### config.mk
export PLATFORM = sky130hd
export DESIGN_NAME = shift_arbiter_flat
export DESIGN_NICKNAME = d
export VERILOG_FILES = /design/src/rtl/shift_pkg.sv /design/src/rtl/shift_arbiter_if.sv /design/src/rtl/sixteenBitBarrelShifter.sv /design/src/rtl/shift_arbiter.sv /design/src/flat_wrapper.sv
export SDC_FILE = /design/constraint.sdc
export NUM_CORES = 1
export LEC_CHECK = 0
export CORE_MARGIN = 2
export CORE_UTILIZATION = 58
export DETAILED_ROUTE_END_ITERATION = 10
export DONT_BUFFER_PORTS = 1
export PLACE_DENSITY_LB_ADDON = 0.12
export SYNTH_ARGS = -nofsm -noshare
export SYNTH_HDL_FRONTEND = slang
export SYNTH_SLANG_ARGS = --single-unit
### constraint.sdc
create_clock -name clk -period 2 [get_ports clk]
set_input_delay 0.3 -clock clk [delete_from_list [all_inputs] [get_ports clk]]
set_output_delay 0.3 -clock clk [all_outputs]
set_load 0.005 [all_outputs]
### src/rtl/shift_pkg.sv
// Shared types for the shift arbiter: operand width, request record and buffer state.
package shift_pkg;

  localparam int WIDTH = 16;
  localparam int AMT_W = 4;

  typedef struct packed {
    logic [WIDTH-1:0] num;
    logic [AMT_W-1:0] amt;
    logic             lr;
  } shift_req_t;

  typedef enum logic {
    EMPTY = 1'b0,
    FULL  = 1'b1
  } shift_arb_state_e;

endpackage

### src/rtl/shift_arbiter_if.sv
// Two-requester valid/ready request bus plus the registered result channel.
interface shift_arbiter_if;
  import shift_pkg::*;

  logic             req0_valid;
  logic             req0_ready;
  logic [WIDTH-1:0] req0_num;
  logic [AMT_W-1:0] req0_amt;
  logic             req0_lr;

  logic             req1_valid;
  logic             req1_ready;
  logic [WIDTH-1:0] req1_num;
  logic [AMT_W-1:0] req1_amt;
  logic             req1_lr;

  logic             resp_valid;
  logic             resp_ready;
  logic [WIDTH-1:0] resp_data;
  logic             resp_id;

  // master: the client side (requesters and result consumer)
  modport master (
    output req0_valid, req0_num, req0_amt, req0_lr,
    output req1_valid, req1_num, req1_amt, req1_lr,
    output resp_ready,
    input  req0_ready, req1_ready,
    input  resp_valid, resp_data, resp_id
  );

  modport slave (
    input  req0_valid, req0_num, req0_amt, req0_lr,
    input  req1_valid, req1_num, req1_amt, req1_lr,
    input  resp_ready,
    output req0_ready, req1_ready,
    output resp_valid, resp_data, resp_id
  );

endinterface

### src/rtl/sixteenBitBarrelShifter.sv
// 16-bit rotator: lr=1 rotates right by amt, lr=0 rotates left by amt.
module sixteenBitBarrelShifter
  import shift_pkg::*;
(
  input  logic [WIDTH-1:0] num,
  input  logic [AMT_W-1:0] amt,
  input  logic             lr,
  output logic [WIDTH-1:0] shiftedNum
);

  logic [AMT_W-1:0]   eff_amt;
  logic [2*WIDTH-1:0] doubled;

  // A left rotate by amt equals a right rotate by (-amt) mod 16
  assign eff_amt    = lr ? amt : -amt;
  assign doubled    = {num, num};
  assign shiftedNum = WIDTH'(doubled >> eff_amt);

endmodule

### src/rtl/shift_arbiter.sv
// Round-robin arbiter sharing one barrel shifter between two requesters,
// with a one-entry result buffer that supports pop-and-accept in one cycle.
module shift_arbiter
  import shift_pkg::*;
#(
  parameter int N_REQ = 2
) (
  input logic      clk,
  input logic      rst,
  shift_arbiter_if.slave bus
);

  if (N_REQ != 2) begin : g_nreq_check
    $error("shift_arbiter supports exactly two requesters");
  end

  shift_arb_state_e state_q, state_d;
  logic             last_grant_q;
  logic [WIDTH-1:0] resp_data_q;
  logic             resp_id_q;
  logic             can_accept;
  logic             grant0, grant1;
  logic             accept;
  shift_req_t       req0, req1, sel_req;
  logic [WIDTH-1:0] shifted;

  assign req0 = '{num: bus.req0_num, amt: bus.req0_amt, lr: bus.req0_lr};
  assign req1 = '{num: bus.req1_num, amt: bus.req1_amt, lr: bus.req1_lr};

  assign can_accept = (state_q == EMPTY) | bus.resp_ready;

  // On a tie the requester not named by last_grant wins
  assign grant0 = bus.req0_valid & (~bus.req1_valid | last_grant_q);
  assign grant1 = bus.req1_valid & (~bus.req0_valid | ~last_grant_q);

  assign bus.req0_ready = can_accept & grant0;
  assign bus.req1_ready = can_accept & grant1;
  assign accept         = bus.req0_ready | bus.req1_ready;

  assign sel_req = grant1 ? req1 : req0;

  sixteenBitBarrelShifter u_shifter (
    .num        (sel_req.num),
    .amt        (sel_req.amt),
    .lr         (sel_req.lr),
    .shiftedNum (shifted)
  );

  always_ff @(posedge clk or posedge rst) begin
    if (rst) state_q <= EMPTY;
    else     state_q <= state_d;
  end

  always_comb begin
    state_d = state_q;
    if (accept)
      state_d = FULL;
    else if ((state_q == FULL) && bus.resp_ready)
      state_d = EMPTY;
  end

  // Data, id and grant history move only on accept; a plain pop leaves them
  always_ff @(posedge clk or posedge rst) begin
    if (rst) begin
      resp_data_q  <= '0;
      resp_id_q    <= 1'b0;
      last_grant_q <= 1'b1;
    end else if (accept) begin
      resp_data_q  <= shifted;
      resp_id_q    <= grant1;
      last_grant_q <= grant1;
    end
  end

  assign bus.resp_valid = (state_q == FULL);
  assign bus.resp_data  = resp_data_q;
  assign bus.resp_id    = resp_id_q;

  a_one_ready: assert property (@(posedge clk) disable iff (rst)
    !(bus.req0_ready && bus.req1_ready));

endmodule

### src/flat_wrapper.sv
// flat-port wrapper written by rule: the top's interface ports become plain ports
module shift_arbiter_flat import shift_pkg::*;
#(
  parameter int N_REQ = 2
)
  (clk, rst, bus_req0_valid, bus_req0_num, bus_req0_amt, bus_req0_lr, bus_req1_valid, bus_req1_num, bus_req1_amt, bus_req1_lr, bus_resp_ready, bus_req0_ready, bus_req1_ready, bus_resp_valid, bus_resp_data, bus_resp_id);
  shift_arbiter_if bus_i ();
  input logic clk;
  input logic rst;
  input wire logic [$bits(bus_i.req0_valid)-1:0] bus_req0_valid;
  input wire logic [$bits(bus_i.req0_num)-1:0] bus_req0_num;
  input wire logic [$bits(bus_i.req0_amt)-1:0] bus_req0_amt;
  input wire logic [$bits(bus_i.req0_lr)-1:0] bus_req0_lr;
  input wire logic [$bits(bus_i.req1_valid)-1:0] bus_req1_valid;
  input wire logic [$bits(bus_i.req1_num)-1:0] bus_req1_num;
  input wire logic [$bits(bus_i.req1_amt)-1:0] bus_req1_amt;
  input wire logic [$bits(bus_i.req1_lr)-1:0] bus_req1_lr;
  input wire logic [$bits(bus_i.resp_ready)-1:0] bus_resp_ready;
  output wire logic [$bits(bus_i.req0_ready)-1:0] bus_req0_ready;
  output wire logic [$bits(bus_i.req1_ready)-1:0] bus_req1_ready;
  output wire logic [$bits(bus_i.resp_valid)-1:0] bus_resp_valid;
  output wire logic [$bits(bus_i.resp_data)-1:0] bus_resp_data;
  output wire logic [$bits(bus_i.resp_id)-1:0] bus_resp_id;
  assign bus_i.req0_valid = bus_req0_valid;
  assign bus_i.req0_num = bus_req0_num;
  assign bus_i.req0_amt = bus_req0_amt;
  assign bus_i.req0_lr = bus_req0_lr;
  assign bus_i.req1_valid = bus_req1_valid;
  assign bus_i.req1_num = bus_req1_num;
  assign bus_i.req1_amt = bus_req1_amt;
  assign bus_i.req1_lr = bus_req1_lr;
  assign bus_i.resp_ready = bus_resp_ready;
  assign bus_req0_ready = bus_i.req0_ready;
  assign bus_req1_ready = bus_i.req1_ready;
  assign bus_resp_valid = bus_i.resp_valid;
  assign bus_resp_data = bus_i.resp_data;
  assign bus_resp_id = bus_i.resp_id;
  shift_arbiter #(.N_REQ(N_REQ)) u_core (.clk(clk), .rst(rst), .bus(bus_i));
endmodule
==> flow_summary.toml, run 1 <==
[pwr]
vdd_drop_max_uv = 450
p_comb_share_pct = 46.9
p_sw_uw = 686
swShare_pct = 41.3
internal_power_uw = 974
clkPwrFrac_pct = 16.2
power_density_nw_per_um2 = 741
pwr-share-seq_pct = 36.9
p_leak_uw = 0.00105

[cells_and_area]
syn_to_final_growth_pct = 3.95
final_area_um2 = 2240
final_nets = 304
antenna_cells = 0
mostFrequentLayoutCell = "nand3_1"
nFillCells = 322
final_cell_mix = "nand3_1 (49), mux2i_1 (48), nand2_1 (33)"
drive_above_1_share_pct = 13.3
post-route-util_pct = 62.1

[synthesis]
syn_area_um2 = 2160
syn_area_per_cell_um2 = 8.32
ys_ff_latch = 19
async_reset_ff_share_pct = 100
syn-num-nets = 306
synth.top_cells.by_area = "mux2i_1 (22%), dfrtp_1 (21%), nand3_1 (11%)"
yosysUniqueCellTypes = 32
yosysSeqAreaShare_pct = 22.1
synth_edf_count = 0
ys.flop_type = "dfrtp_1"
postSynthCellCount = 259
netlist.top_cell.by_area = "mux2i_1"
yosysWarningCount = 0
synth_top_cell_area_share_pct = 22.3

[floorplan]
dieHeight_um = 65.0
core_area_um2 = 3610
io_pins = 67
start_util_pct = 59.8
chipWidth_um = 65.0
row_count = 22
dieArea_um2 = 4220

[grt]
grt_usage_pct = 27.1
grt.overflow.total = 0
use_met1_pct = 32.8
grt_max_degree = 20
grt.busiest_layer = "met2"
grt_first_pass_wirelength_um = 8940
antenna_found_initial = 0
grtUsageMet2_pct = 48.3
grt_pass1_vias = 2007
met3_usage_pct = 4.51

[sta]
holdWs_ns = 0.0481
fin_crit_ns = 1.81
tns_ns = 0
finalCritPeriodShare_pct = 90.6
fmax_mhz = 552
max_slew_margin_pct = 50.9
clock_skew_ns = 0.00798
final_max_slew_viol_count = 0
finalSetupViolCount = 0
hold_viol = 0
rsz0062_at_grt = "no"
tightest_slew_ns = 0.735

[routing]
vias = 1946
via_per_inst = 6.40
avgRoutedWirePerCell_um = 17.6
ant_nets = 0
drc = 0
drt_wl_total_um = 5350
drtIter0Drc = 95
drt_pre_antenna_iters = 4

[worst_setup_path]
crit_fanout = 16
worst_setup_path_end_kind = "register"
criticalPathCategory = "reg2reg"
arrival_ns = 1.94
start_kind = "register"
r2r_setup_slack_ns = 0.19
cp.required_ns = 2.13
rr_startpoint = "u_core.last_grant_q"
reg2reg_to = "u_core.bus.resp_data[2]"
rr_worst_depth = 5

[clock_network]
htree_levels = 1
numCtsBuffers = 3
tritoncts = "built"
clk_path_buf_depth = 2
clock_sinks = 19
cts_root_buf = "clkbuf_8"
cts_resized = 0
cts_setup_buffers = 0
hold_buffers = 0
clk_pin_slew_worst_paths_ns = 0.08
worstSkewPairLatency_ns = 0.26

[placed_design]
io_buffers = 0
gp_congestion = 0.928
place_area_um2 = 2190
dp_hpwl_um = 4270

[outcome]
status = "finished, final reports clean"

[min_path]
hold_path.class = "in2async"

[flow_run]
maxCapViolations = 0
[registers in the layout (all words and copies together), names as in the netlist]
signal / count
u_core.bus.resp_data: 16
u_core.last_grant_q: 1
u_core.bus.resp_id: 1
u_core.bus.resp_valid: 1
[synth_stat cells, drive strengths merged (2+ instances only)]
library cell  count
o21bai            2
nor2             32
inv               2
nand2b            4
or3               2
mux2i            49
o21ai             3
xnor2             2
nand2            33
a21o              2
buf              13
nor3              2
nand3            51
xor2              4
a22oi            16
o211ai           16
dfrtp            18
[power groups by stage]
stage | clock, uW | combinational, uW | sequential, uW
global route | 289 | 869 | 629
finish | 269 | 779 | 613
detailed placement | 0 | 774 | 623
global placement | 0 | 763 | 619
CTS | 273 | 776 | 617
floorplan | 0 | 652 | 593
[per-stage QoR]
step | total power, uW | instances | setup WS [ns]
6_report | 1660 | 304 | 0.189
5_1_grt | 1790 | 304 | 0.0214
4_1_cts | 1670 | 304 | 0.198
3_5_place_dp | 1400 | 300 | 0.196
3_3_place_gp | 1380 | 300 | 0.227
2_1_floorplan | 1240 | 259 | 0.297
[worst max-delay path by stage]
stage / start / to / slack [ns] / cells past startpoint
after global placement: u_core.last_grant_q / u_core.bus.resp_data[2] / 0.23 / 5
after detailed placement: u_core.last_grant_q / u_core.bus.resp_data[2] / 0.20 / 5
after floorplan: u_core.last_grant_q / u_core.bus.resp_data[0] / 0.30 / 7
after global routing: u_core.last_grant_q / u_core.bus.resp_data[9] / 0.02 / 5
final: u_core.last_grant_q / u_core.bus.resp_data[2] / 0.19 / 5
after CTS: u_core.last_grant_q / u_core.bus.resp_data[2] / 0.20 / 5
[worst max-delay path: stages, from the launching register on]
cell,delay [ns]
dfstp_2,0.56
a21bo_2,0.20
mux2i_4,0.48
nand3_1,0.19
nand3_1,0.16
o211ai_2,0.10
[routing by layer]
layer  wire length (um)  part of all wire (%)
met1               2210                    41
met2               2740                    51
met3                254                   4.7
met4                144                   2.7
met5                  0                     0
[cells by family after synthesis]
group | Yosys count | share of synthesized area [%]
buffers and inverters | 16 | 5.51
and+or+nand+nor | 126 | 26.9
DFF | 19 | 22.1
AOI/OAI and AO/OA | 42 | 17.3
muxes | 50 | 24.0
xor gates and xnor gates | 6 | 4.18
[final cells by class]
class | instances | area [um2] | area share, %
Sequential cell | 19 | 477 | 21.3
Timing Repair Buffer | 7 | 90.1 | 4.02
Inverter | 2 | 7.51 | 0.335
Multi-Input combinational cell | 224 | 1560 | 69.6
Tap cell | 48 | 60.1 | 2.68
Clock buffer | 3 | 41.3 | 1.84
Clock inverter | 1 | 5.00 | 0.223
Note: power is estimated with default switching activity, not from simulation.
==> run 2: changes to the inputs <==
Settings changed: CORE_ASPECT_RATIO set to 0.75, CORE_MARGIN 2 to unset.
==> flow_summary.toml, run 2 (synthesized netlist as in run 1, its figures left out) <==
[worst_setup_path]
worstSetupPathDepth = 7
crit_path_end = "u_core.bus.resp_data[0]"
crit_chain = "a21bo_2 -> buf_12 -> nor2_1 -> a22oi_1 -> nand3_1 -> nand3_1 -> o211ai_2"
path_delay_family = "compound AO/OA/AOI/OAI gates"
rr_startpoint = "u_core.last_grant_q"
path_buf_inv = 1
r2r_setup_slack_ns = 0.20
reg2reg_to = "u_core.bus.resp_data[0]"
crit_top_cell = "nand3_1"
rr_worst_depth = 7
cp-startpoint = "u_core.last_grant_q"
worst_setup_path_end_kind = "register"
slowest_delay_ns = 0.56
crit_fanout = 18
crit_path_top_delay_cell = "dfstp_2"
arrival_ns = 1.92
cp.required_ns = 2.13
start_kind = "register"
criticalPathCategory = "reg2reg"

[clock_network]
tritoncts = "built"
clk_pin_slew_worst_paths_ns = 0.07
clk_path_buf_depth = 2
worstSkewPairLatency_ns = 0.26
cts_resized = 0
numCtsBuffers = 3
clock_sinks = 19
cts_setup_buffers = 0
cts_root_buf = "clkbuf_8"
hold_buffers = 0
htree_levels = 1

[sta]
hold_viol = 0
tightest_slew_ns = 0.719
clock_skew_ns = 0.00431
final_max_slew_viol_count = 0
fin_crit_ns = 1.80
max_slew_margin_pct = 52.0
finalSetupViolCount = 0
fmax_mhz = 557
tns_ns = 0
rsz0062_at_grt = "no"
finalCritPeriodShare_pct = 89.8

[routing]
drc = 0
vias = 1900
ant_nets = 0
avgRoutedWirePerCell_um = 16.4
drtIter0Drc = 135
drt_pre_antenna_iters = 5
drt_wl_total_um = 5010
via_per_inst = 6.21

[pwr]
power_uw = 1640
power_density_nw_per_um2 = 735
vdd_drop_max_uv = 462
p_leak_uw = 0.00105

[floorplan]
dieHeight_um = 54.8
start_util_pct = 63.0
io_pins = 67
chipWidth_um = 72.4
row_count = 18
dieArea_um2 = 3970
core_area_um2 = 3420

[grt]
grt_first_pass_wirelength_um = 8070
grt.overflow.total = 0
grt_usage_pct = 26.7
antenna_found_initial = 0
grt_pass1_vias = 1774
grt_max_degree = 20

[placed_design]
io_buffers = 0
dp_hpwl_um = 4100
gp_congestion = 0.910

[cells_and_area]
drive_above_1_share_pct = 13.3
largest_reg_flops = 16
final_cell_mix = "nand3_1 (49), mux2i_1 (48), nand2_1 (33)"
antenna_cells = 0
syn_to_final_growth_pct = 3.48
final_nets = 304
mostFrequentLayoutCell = "nand3_1"

[min_path]
hold_path.class = "in2async"

[flow_run]
maxCapViolations = 0

[outcome]
status = "finished, final reports clean"
run 2: changes by cell type in the layout (fill, tap and decap cells not counted):
cell    change
buf_4       +1
buf_12      -1
run 2: how the worst min path moves through the flow:
stage / from / to / slack [ns] / cells after the start
after detailed placement: rst / u_core.bus.resp_data[13] / 0.36 / 1
after CTS: rst / u_core.bus.resp_data[13] / 0.06 / 1
after global routing: rst / u_core.bus.resp_data[13] / 0.08 / 1
after global placement: rst / u_core.bus.resp_data[13] / 0.35 / 1
after floorplan: rst / u_core.bus.resp_data[0] / 0.25 / 1
final: rst / u_core.bus.resp_data[13] / 0.04 / 1
run 2: power breakdown:
part | switching, uW | internal, uW
Sequential | 102 | 513
Combinational | 442 | 317
Clock | 127 | 139
run 2: cell type report:
class,instances,area (um2)
repair buffers,7,77.6
clock buffers,3,41.3
multi-input cells,224,1560
clock inverters,1,5.00
well taps,50,62.6
flip-flops and latches,19,477
inverters,2,7.51
fillers,308,1190
run 2: metrics by stage:
| stage | setup slack [ns] | cell area [um2] | util [%] | std cells | hold WS [ns] |
|---|---|---|---|---|---|
| finish | 0.205 | 2230 | 65.2 | 306 | 0.0400 |
| global route | 0.0559 | 2230 | 65.2 | 306 | 0.0751 |
| CTS | 0.222 | 2230 | 65.2 | 306 | 0.0636 |
| detailed placement | 0.232 | 2180 | 63.8 | 302 | 0.356 |
| global placement | 0.260 | 2180 | 63.8 | 302 | 0.349 |
| floorplan | 0.297 | 2160 | - | 259 | 0.250 |
run 2: routing by layer:
| metal | up-vias | GRT usage [%] | part of all wire [%] |
|---|---|---|---|
| li1 | 941 | - | - |
| met1 | 885 | 36.2 | 46 |
| met2 | 68 | 46.3 | 46 |
| met3 | 6 | 5.52 | 7.3 |
| met4 | 0 | 1.96 | 0.50 |
| met5 | - | 0 | 0 |
==> run 3: changes to the inputs <==
Settings changed: MAX_ROUTING_LAYER set to met4.
==> flow_summary.toml, run 3 (synthesized netlist as in run 1, its figures left out) <==
[outcome]
status = "finished, final reports clean"

[clock_network]
worstSkewPairLatency_ns = 0.26
numCtsBuffers = 3
htree_levels = 1
tritoncts = "built"
cts_setup_buffers = 0
cts_resized = 0
clk_pin_slew_worst_paths_ns = 0.07
clock_sinks = 19
cts_root_buf = "clkbuf_8"
hold_buffers = 0
clk_path_buf_depth = 2

[placed_design]
dp_hpwl_um = 4150
io_buffers = 0
gp_congestion = 0.955

[sta]
fmax_mhz = 554
tns_ns = 0
tightest_slew_ns = 0.724
finalSetupViolCount = 0
final_max_slew_viol_count = 0
hold_viol = 0
rsz0062_at_grt = "no"
clock_skew_ns = 0.00640
max_slew_margin_pct = 51.7
fin_crit_ns = 1.81
finalCritPeriodShare_pct = 90.3

[pwr]
p_comb_share_pct = 46.8
p_leak_uw = 0.00105
p_sw_uw = 673
internal_power_uw = 978
clkPwrFrac_pct = 16.1
pwr-share-seq_pct = 37.1
power_density_nw_per_um2 = 736
vdd_drop_max_uv = 576
swShare_pct = 40.8

[cells_and_area]
final_cell_mix = "nand3_1 (49), mux2i_1 (48), nand2_1 (33)"
largest_reg_flops = 16
post-route-util_pct = 65.5
syn_to_final_growth_pct = 4.00
mostFrequentLayoutCell = "nand3_1"
final_nets = 304
nFillCells = 317
antenna_cells = 0
drive_above_1_share_pct = 12.9

[grt]
grt_pass1_vias = 1792
grt_first_pass_wirelength_um = 7820
antenna_found_initial = 0
grt_usage_pct = 26.6
grt.overflow.total = 0
grt_max_degree = 20

[worst_setup_path]
worst_setup_path_end_kind = "register"
criticalPathCategory = "reg2reg"
start_kind = "register"
rr_worst_depth = 5
cp.required_ns = 2.13
arrival_ns = 1.94
crit_fanout = 16

[routing]
drc = 0
drt_pre_antenna_iters = 4
drtIter0Drc = 173
vias = 1947
via_per_inst = 6.36
drt_wl_total_um = 5050
ant_nets = 0
avgRoutedWirePerCell_um = 16.5

[floorplan]
io_pins = 67
row_count = 18
dieArea_um2 = 3970
core_area_um2 = 3420
chipWidth_um = 72.4
dieHeight_um = 54.8
start_util_pct = 63.0

[flow_run]
maxCapViolations = 0

[min_path]
hold_path.class = "in2async"
## run 3: cell type report
cell class | instances | area (um2) | area share, %
tap | 50 | 62.6 | 2.79
inverter | 2 | 7.51 | 0.335
clock buffer | 4 | 45.0 | 2.01
multi-input combinational | 224 | 1560 | 69.6
sequential | 19 | 477 | 21.3
timing repair buffer | 7 | 90.1 | 4.02
## run 3: worst paths after layout
check                           slack (ns)                       end                start
worst min-delay path                  0.05  u_core.bus.resp_data[10]                  rst
min in group clk                      0.28     u_core.bus.resp_valid       bus_resp_ready
max in group asynchronous             1.50  u_core.bus.resp_data[11]                  rst
worst max-delay path                  0.19   u_core.bus.resp_data[0]  u_core.last_grant_q
worst max register to register        0.19   u_core.bus.resp_data[0]  u_core.last_grant_q
worst min register to register        0.51        u_core.bus.resp_id   u_core.bus.resp_id
## run 3: metrics by stage
| stage | cells | hold slack, ns | worst slack [ns] | cell area, um2 | total power (uW) |
|---|---|---|---|---|---|
| finish | 306 | 0.0450 | 0.194 | 2240 | 1650 |
| global route | 306 | 0.0973 | 0.0591 | 2240 | 1770 |
| CTS | 306 | 0.0620 | 0.192 | 2240 | 1660 |
| detailed placement | 302 | 0.343 | 0.213 | 2200 | 1390 |
| global placement | 302 | 0.346 | 0.265 | 2200 | 1370 |
| floorplan | 259 | 0.250 | 0.297 | 2160 | 1240 |
## run 3: layer usage
metal	GRT usage, %	wire length, um
met1	34.6	2270
met3	4.42	358
met2	45.8	2420
met4	2.29	8
met5	-	0
## run 3: critical path, cell delays in order, from the launching register on
cell and delay [ns]:
dfstp_2 0.56, a21bo_2 0.20, mux2i_4 0.47, nand3_1 0.21, nand3_1 0.15, o211ai_2 0.09
## run 3: power groups by stage
stage / clock (uW) / combinational (uW) / sequential (uW)
floorplan: 0 / 652 / 593
global placement: 0 / 754 / 621
detailed placement: 0 / 767 / 619
CTS: 271 / 771 / 614
global route: 286 / 855 / 630
finish: 266 / 772 / 613
